File: src/rtl/uart_pkg.sv
// Shared constants and FSM state type for the uart_ports console peripheral.
package uart_pkg;
  localparam int TX_EMPTY = 0;
  localparam int TX_FULL  = 1;
  localparam int RX_READY = 2;
  localparam int RX_FULL  = 3;
  localparam int OVERRUN  = 4;
  localparam int LOOPBACK = 5;

  // Word offsets within the port pair (enum already owns the name DATA)
  localparam logic ADDR_DATA   = 1'b0;
  localparam logic ADDR_STATUS = 1'b1;

  typedef enum logic [1:0] {IDLE, START, DATA, STOP} uart_state_t;
endpackage

File: src/rtl/uart_fifo.sv
// Synchronous FIFO with show-ahead head output; a pop frees room for a same-cycle push.
module uart_fifo #(
  parameter int WIDTH = 8,
  parameter int DEPTH = 8
) (
  input  logic             clk,
  input  logic             reset,
  input  logic             push,
  input  logic [WIDTH-1:0] din,
  input  logic             pop,
  output logic             full,
  output logic             empty,
  output logic [WIDTH-1:0] head
);
  localparam int AW = $clog2(DEPTH);

  logic [AW:0]      wr_ptr_q, wr_ptr_d, rd_ptr_q, rd_ptr_d;
  logic [WIDTH-1:0] mem_q [DEPTH];
  logic             do_push, do_pop;

  assign empty = (wr_ptr_q == rd_ptr_q);
  assign full  = (wr_ptr_q[AW] != rd_ptr_q[AW]) && (wr_ptr_q[AW-1:0] == rd_ptr_q[AW-1:0]);
  assign head  = mem_q[rd_ptr_q[AW-1:0]];

  always_comb begin
    do_pop   = pop && !empty;
    do_push  = push && (!full || do_pop);
    wr_ptr_d = wr_ptr_q + {{AW{1'b0}}, do_push};
    rd_ptr_d = rd_ptr_q + {{AW{1'b0}}, do_pop};
  end

  always_ff @(posedge clk) begin
    if (reset) begin
      wr_ptr_q <= '0;
      rd_ptr_q <= '0;
    end else begin
      wr_ptr_q <= wr_ptr_d;
      rd_ptr_q <= rd_ptr_d;
    end
    if (do_push) mem_q[wr_ptr_q[AW-1:0]] <= din;
  end
endmodule

File: src/rtl/uart_ports.sv
// Bus-mapped UART: DATA/STATUS words, TX and RX FIFOs, 8N1 serial engines.
// Optional UART_LOOPBACK_EN adds a STATUS-writable bit that routes uart_tx into the receiver.
module uart_ports
  import uart_pkg::*;
#(
  parameter int clkf       = 25000000,
  parameter int baud       = 115200,
  parameter int fifo_depth = 8
) (
  input  logic        clk,
  input  logic        reset,
  input  logic        cs,
  input  logic        data_m_addr,
  input  logic [15:0] data_m_data_in,
  output logic [15:0] data_m_data_out,
  input  logic        data_m_wr_en,
  input  logic [1:0]  data_m_bytesel,
  output logic        data_m_ack,
  input  logic        uart_rx,
  output logic        uart_tx,
  output logic        rx_ready
);
  localparam int DIV  = (clkf + baud / 2) / baud;
  localparam int HALF = DIV / 2;
  localparam int CW   = $clog2(DIV + 1);

  logic cs_q, ack_q, ack_d, ovr_q, ovr_d;
  logic wr_acc, rd_acc, st_rd, tx_push, rx_pop, ovr_set;
  logic [15:0] status;

  logic        tx_full, tx_empty, tx_pop;
  logic [7:0]  tx_head;
  uart_state_t tx_state_q, tx_state_d;
  logic [CW-1:0] tx_cnt_q, tx_cnt_d;
  logic [2:0]  tx_bit_q, tx_bit_d;
  logic [7:0]  tx_shift_q, tx_shift_d;
  logic        tx_q, tx_d, tx_bit_end;

  logic        rx_full, rx_empty, rx_push;
  logic [7:0]  rx_head;
  uart_state_t rx_state_q, rx_state_d;
  logic [CW-1:0] rx_cnt_q, rx_cnt_d;
  logic [2:0]  rx_bit_q, rx_bit_d;
  logic [7:0]  rx_shift_q, rx_shift_d;
  logic        rx_in, rx_s1_q, rx_s2_q, rx_prev_q;
  logic        loop_bit;
  logic        unused_bits;

  assign unused_bits = ^{data_m_bytesel[1], data_m_data_in[15:8]};

`ifdef UART_LOOPBACK_EN
  logic loop_q, loop_d;
  always_comb begin
    loop_d = loop_q;
    if (wr_acc && data_m_addr == ADDR_STATUS && data_m_bytesel[0]) loop_d = data_m_data_in[0];
  end
  always_ff @(posedge clk) begin
    if (reset) loop_q <= 1'b0;
    else       loop_q <= loop_d;
  end
  assign loop_bit = loop_q;
  assign rx_in    = loop_q ? tx_q : uart_rx;
`else
  assign loop_bit = 1'b0;
  assign rx_in    = uart_rx;
`endif

  // Bus: every side effect is qualified by the single ack cycle
  always_comb begin
    ack_d   = cs && !cs_q;
    wr_acc  = ack_q && data_m_wr_en;
    rd_acc  = ack_q && !data_m_wr_en;
    st_rd   = rd_acc && data_m_addr == ADDR_STATUS;
    tx_push = wr_acc && data_m_addr == ADDR_DATA && data_m_bytesel[0];
    rx_pop  = rd_acc && data_m_addr == ADDR_DATA;
    ovr_set = rx_push && rx_full && !rx_pop;
    ovr_d   = (ovr_q && !st_rd) || ovr_set;

    status           = '0;
    status[TX_EMPTY] = tx_empty && tx_state_q == IDLE;
    status[TX_FULL]  = tx_full;
    status[RX_READY] = !rx_empty;
    status[RX_FULL]  = rx_full;
    status[OVERRUN]  = ovr_q;
    status[LOOPBACK] = loop_bit;

    data_m_data_out = '0;
    if (rd_acc) begin
      if (data_m_addr == ADDR_STATUS) data_m_data_out = status;
      else if (!rx_empty)             data_m_data_out = {8'h00, rx_head};
    end
  end

  assign data_m_ack = ack_q;
  assign uart_tx    = tx_q;
  assign rx_ready   = !rx_empty;

  uart_fifo #(.WIDTH(8), .DEPTH(fifo_depth)) u_tx_fifo (
    .clk(clk), .reset(reset), .push(tx_push), .din(data_m_data_in[7:0]), .pop(tx_pop),
    .full(tx_full), .empty(tx_empty), .head(tx_head)
  );

  uart_fifo #(.WIDTH(8), .DEPTH(fifo_depth)) u_rx_fifo (
    .clk(clk), .reset(reset), .push(rx_push), .din(rx_shift_q), .pop(rx_pop),
    .full(rx_full), .empty(rx_empty), .head(rx_head)
  );

  // TX: STOP chains straight into START when more data is queued
  always_comb begin
    tx_state_d = tx_state_q;
    tx_cnt_d   = tx_cnt_q + CW'(1);
    tx_bit_d   = tx_bit_q;
    tx_shift_d = tx_shift_q;
    tx_d       = tx_q;
    tx_pop     = 1'b0;
    tx_bit_end = (tx_cnt_q == CW'(DIV - 1));
    case (tx_state_q)
      IDLE: begin
        tx_cnt_d = '0;
        tx_d     = 1'b1;
        if (!tx_empty) begin
          tx_pop     = 1'b1;
          tx_shift_d = tx_head;
          tx_state_d = START;
          tx_d       = 1'b0;
        end
      end
      START: if (tx_bit_end) begin
        tx_cnt_d   = '0;
        tx_bit_d   = '0;
        tx_state_d = DATA;
        tx_d       = tx_shift_q[0];
      end
      DATA: if (tx_bit_end) begin
        tx_cnt_d = '0;
        if (tx_bit_q == 3'd7) begin
          tx_state_d = STOP;
          tx_d       = 1'b1;
        end else begin
          tx_bit_d   = tx_bit_q + 3'd1;
          tx_shift_d = {1'b0, tx_shift_q[7:1]};
          tx_d       = tx_shift_q[1];
        end
      end
      STOP: if (tx_bit_end) begin
        tx_cnt_d = '0;
        if (!tx_empty) begin
          tx_pop     = 1'b1;
          tx_shift_d = tx_head;
          tx_state_d = START;
          tx_d       = 1'b0;
        end else begin
          tx_state_d = IDLE;
        end
      end
      default: tx_state_d = IDLE;
    endcase
  end

  // RX: half-bit check rejects glitches, then one sample per bit centre
  always_comb begin
    rx_state_d = rx_state_q;
    rx_cnt_d   = rx_cnt_q + CW'(1);
    rx_bit_d   = rx_bit_q;
    rx_shift_d = rx_shift_q;
    rx_push    = 1'b0;
    case (rx_state_q)
      IDLE: begin
        rx_cnt_d = '0;
        if (rx_prev_q && !rx_s2_q) rx_state_d = START;
      end
      START: if (rx_cnt_q == CW'(HALF - 1)) begin
        rx_cnt_d   = '0;
        rx_bit_d   = '0;
        rx_state_d = rx_s2_q ? IDLE : DATA;
      end
      DATA: if (rx_cnt_q == CW'(DIV - 1)) begin
        rx_cnt_d   = '0;
        rx_shift_d = {rx_s2_q, rx_shift_q[7:1]};
        rx_bit_d   = rx_bit_q + 3'd1;
        if (rx_bit_q == 3'd7) rx_state_d = STOP;
      end
      STOP: if (rx_cnt_q == CW'(DIV - 1)) begin
        rx_cnt_d   = '0;
        rx_push    = rx_s2_q;
        rx_state_d = IDLE;
      end
      default: rx_state_d = IDLE;
    endcase
  end

  always_ff @(posedge clk) begin
    if (reset) begin
      cs_q       <= 1'b0;
      ack_q      <= 1'b0;
      ovr_q      <= 1'b0;
      tx_state_q <= IDLE;
      tx_cnt_q   <= '0;
      tx_bit_q   <= '0;
      tx_shift_q <= '0;
      tx_q       <= 1'b1;
      rx_state_q <= IDLE;
      rx_cnt_q   <= '0;
      rx_bit_q   <= '0;
      rx_shift_q <= '0;
      rx_s1_q    <= 1'b1;
      rx_s2_q    <= 1'b1;
      rx_prev_q  <= 1'b1;
    end else begin
      cs_q       <= cs;
      ack_q      <= ack_d;
      ovr_q      <= ovr_d;
      tx_state_q <= tx_state_d;
      tx_cnt_q   <= tx_cnt_d;
      tx_bit_q   <= tx_bit_d;
      tx_shift_q <= tx_shift_d;
      tx_q       <= tx_d;
      rx_state_q <= rx_state_d;
      rx_cnt_q   <= rx_cnt_d;
      rx_bit_q   <= rx_bit_d;
      rx_shift_q <= rx_shift_d;
      rx_s1_q    <= rx_in;
      rx_s2_q    <= rx_s1_q;
      rx_prev_q  <= rx_s2_q;
    end
  end
endmodule

File: config.mk
export PLATFORM = sky130hd
export DESIGN_NAME = uart_ports
export DESIGN_NICKNAME = d
export VERILOG_FILES = /design/src/rtl/uart_pkg.sv /design/src/rtl/uart_fifo.sv /design/src/rtl/uart_ports.sv
export SDC_FILE = /design/constraint.sdc
export NUM_CORES = 1
export LEC_CHECK = 0
export ABC_AREA = 0
export CAP_MARGIN = 10
export CORE_MARGIN = 10
export CORE_UTILIZATION = 60
export DETAILED_ROUTE_END_ITERATION = 12
export GPL_ROUTABILITY_DRIVEN = 1
export PLACE_DENSITY_LB_ADDON = 0.15
export SYNTH_ARGS = -nofsm -noshare
export SYNTH_HDL_FRONTEND = slang
export SYNTH_HIERARCHICAL = 1
export SYNTH_SLANG_ARGS = --single-unit
File: constraint.sdc
create_clock -name clk -period 4.35 [get_ports clk]
set_clock_uncertainty 0.2 [all_clocks]
set_input_delay 0.87 -clock clk [delete_from_list [all_inputs] [get_ports clk]]
set_output_delay 0.87 -clock clk [all_outputs]
set_load 0.005 [all_outputs]
==> results.yml <==
status:
  outcome: "finished, final reports clean"
route:
  drt-total-wl_mm: 16.2
  drtIter0Drc: 442
  dr.pass1.iters: 4
  num_vias: 4914
  drcViolationCount: 0
  wl_met1_mm: 6.95
  ant_nets: 0
  wl_met2_mm: 8.07
  wl_per_cell_um: 19.1
  top_layer_used: "met4"
  wl_met3_um: 939
  viasPerCell: 5.79
floorplanning:
  fp.dieH_um: 138
  rows: 43
  start_util_pct: 60.9
  coreArea_mm2: 0.0138
  die_area_mm2: 0.0191
  die_w_um: 138
  ios: 43
setup_path:
  r2r_slack_ns: 1.18
  reg2reg_to: "u_tx_fifo/mem_q[4][0]"
  critPathLaunch: "u_rx_fifo/wr_ptr_q[0]"
  regToRegStartpoint: "tx_cnt_q[0]"
  end_kind: "output port"
  cp_max_fo: 7
  start_kind: "flip-flop"
  rr_worst_depth: 9
  crit_arrival_ns: 2.81
  criticalPathCategory: "reg -> out"
  cp-endpoint: "data_m_data_out[1]"
  cp.required_ns: 3.28
placement:
  dp.cells: 816
  post-place-ws_ns: 0.743
  dpl.hpwl_mm: 10.6
  gp_congestion: 0.787
  port-buffer-count: 25
layout:
  syn2layout_area_growth_pct: 12.8
  drive_above_1_share_pct: 16.5
  antenna_cells: 0
  final_cell_mix: "edfxtp_1, nand2_1, dfxtp_1, nor2_1, mux4_2"
  nFillCells: 978
  utilization_pct: 68.7
  mostFrequentLayoutCell: "edfxtp_1"
  fin_cells: 848
  nNetsFinal: 700
clocking:
  path_clk_slew_ns: 0.07
  cts-resized-gates: 0
  cts_num_sinks: 193
  htree_levels: 4
  clk-insertion-delay-late_ns: 0.44
  post-cts-setup-buffers: 0
  clk_path_buf_depth: 2
  cts-root-buf: "clkbuf_16"
  cts_buffers: 17
  cts_tree: "yes"
  ctsHoldBuffers: 0
flow_run:
  drv_cap: 0
yosys:
  synth_cells: 615
  yosysTopAreaCell: "edfxtp_1"
  ys_seq_elements: 193
  synth_edf_count: 128
  synth_area_per_cell_um2: 13.6
  ys_top_cells_by_area: "edfxtp_1, dfxtp_1, mux4_2"
  synth_flop_cell: "edfxtp_1"
  synthesis.area_mm2: 0.00839
  ys_seq_area_share_pct: 61.3
  yosys_warnings: 6
  synth.top_cell.area_share_pct: 45.8
  async_flop_share_pct: 0
  synth.distinct_cells: 60
global_routing:
  antenna_found_initial: 0
  grtUsageTotal_pct: 17.3
  grt_pass1_wl_mm: 26.5
  grt_pass1_vias: 4934
  overflow: 0
  grt_max_degree: 39
sta:
  max_freq_mhz: 258
  timing.final.crit_share_pct: 89.1
  drv_slew: 0
  max_slew_margin_pct: 26.8
  fin_crit_ns: 3.88
  finalSetupViolCount: 0
  hold_viol: 0
  worst_slack_ns: 0.475
  rsz0062_at_grt: "false"
  worstMarginPinSlew_ns: 1.10
  setup_tns_ns: 0
power:
  power.density_mw_per_mm2: 395
  ir_worst_vdd_mv: 0.392
  p_total_uw: 3740
  p_leak_uw: 0.00323
min_path:
  min_from: "cs_q"
  hold_class: "reg -> reg"
## kinds of logic (layout without fill, tap and decap cells)
logic type / after synthesis / count (layout) / share of synthesized area [%]
mux: 41 / 41 / 9.66
simple gates: 202 / 202 / 12.0
fa+ha+maj: 21 / 21 / 3.13
buf+inv: 54 / 100 / 3.42
compound gates: 75 / 75 / 6.41
xor+xnor: 28 / 28 / 4.00
other cells: 1 / 8 / 0.0447
flops: 193 / 193 / 61.3
## report_power, final
group | internal (uW) | total [uW] | switching, uW
sequential | 1960 | 1980 | 16.2
clock | 886 | 1590 | 703
combinational | 72.7 | 172 | 99.1
## worst max-delay path, stage by stage, from the launching register on
cell and delay [ns]:
dfxtp_1 0.51, xor2_2 0.27, nor3_1 0.11, and2_1 0.21, nor2_1 0.47, a22oi_1 0.14, nor2_1 0.15, clkdlybuf4s50_1 0.52
## layer usage
layer  up-vias  GRT usage (%)
met1      2440           21.8
met4         0           6.49
li1       2350              -
met3        18           4.32
met2       106           28.1
met5         -              0
## worst min-delay path by stage
stage / endpoint / slack, ns / cells past startpoint
after floorplan: data_m_ack / 0.17 / 1
after global placement: data_m_ack / 0.18 / 1
after detailed placement: data_m_ack / 0.18 / 1
after CTS: data_m_ack / 0.19 / 1
after global routing: data_m_ack / 0.21 / 1
final: data_m_ack / 0.19 / 1
## metrics by stage
step / instance area (um^2) / hold slack, ns
2_1_floorplan: 8420 / 0.167
3_3_place_gp: 8850 / 0.179
3_5_place_dp: 8850 / 0.181
4_1_cts: 9460 / 0.188
5_1_grt: 9460 / 0.212
6_report: 9460 / 0.185
## synth_stat cells (all sizes together) (2+ instances only)
| cell | instances |
|---|---|
| edfxtp | 128 |
| nand2 | 79 |
| dfxtp | 65 |
| nor2 | 40 |
| mux4 | 32 |
| a21oi | 29 |
| ha | 21 |
| buf | 19 |
| inv | 18 |
| nand3 | 18 |
| clkbuf | 17 |
| xor2 | 17 |
| nor2b | 12 |
| a211oi | 11 |
| xnor2 | 11 |
| mux2i | 9 |
| a311oi | 8 |
| and3 | 7 |
| nand2b | 7 |
| nor3 | 6 |
| nor4 | 6 |
| nand4 | 5 |
| a2111oi | 4 |
| a21boi | 4 |
| a22oi | 4 |
| and2 | 3 |
| nand3b | 3 |
| nor3b | 3 |
| o21ai | 3 |
| or2 | 3 |
| or3b | 3 |
| o211a | 2 |
| o31ai | 2 |
| or4b | 2 |
## cell type report
cell class | instances | area (um^2) | area share, %
clock buffers | 19 | 443 | 4.68
clock inverters | 13 | 165 | 1.75
inverters | 18 | 67.6 | 0.714
multi-input cells | 375 | 2980 | 31.5
repair buffers | 50 | 433 | 4.57
flip-flops and latches | 193 | 5140 | 54.4
well taps | 180 | 225 | 2.38
## sequential cells by signal (all words and copies together) (netlist names), 3 cells and up, named ones only
| name | count |
|---|---|
| rx_bit_q | 3 |
| rx_cnt_q | 8 |
| rx_shift_q | 8 |
| tx_bit_q | 3 |
| tx_cnt_q | 8 |
| tx_shift_q | 8 |
| u_rx_fifo/mem_q | 64 |
| u_rx_fifo/rd_ptr_q | 4 |
| u_rx_fifo/wr_ptr_q | 4 |
| u_tx_fifo/mem_q | 64 |
| u_tx_fifo/rd_ptr_q | 4 |
| u_tx_fifo/wr_ptr_q | 4 |
No activity file was read; power rests on OpenSTA's default activity.
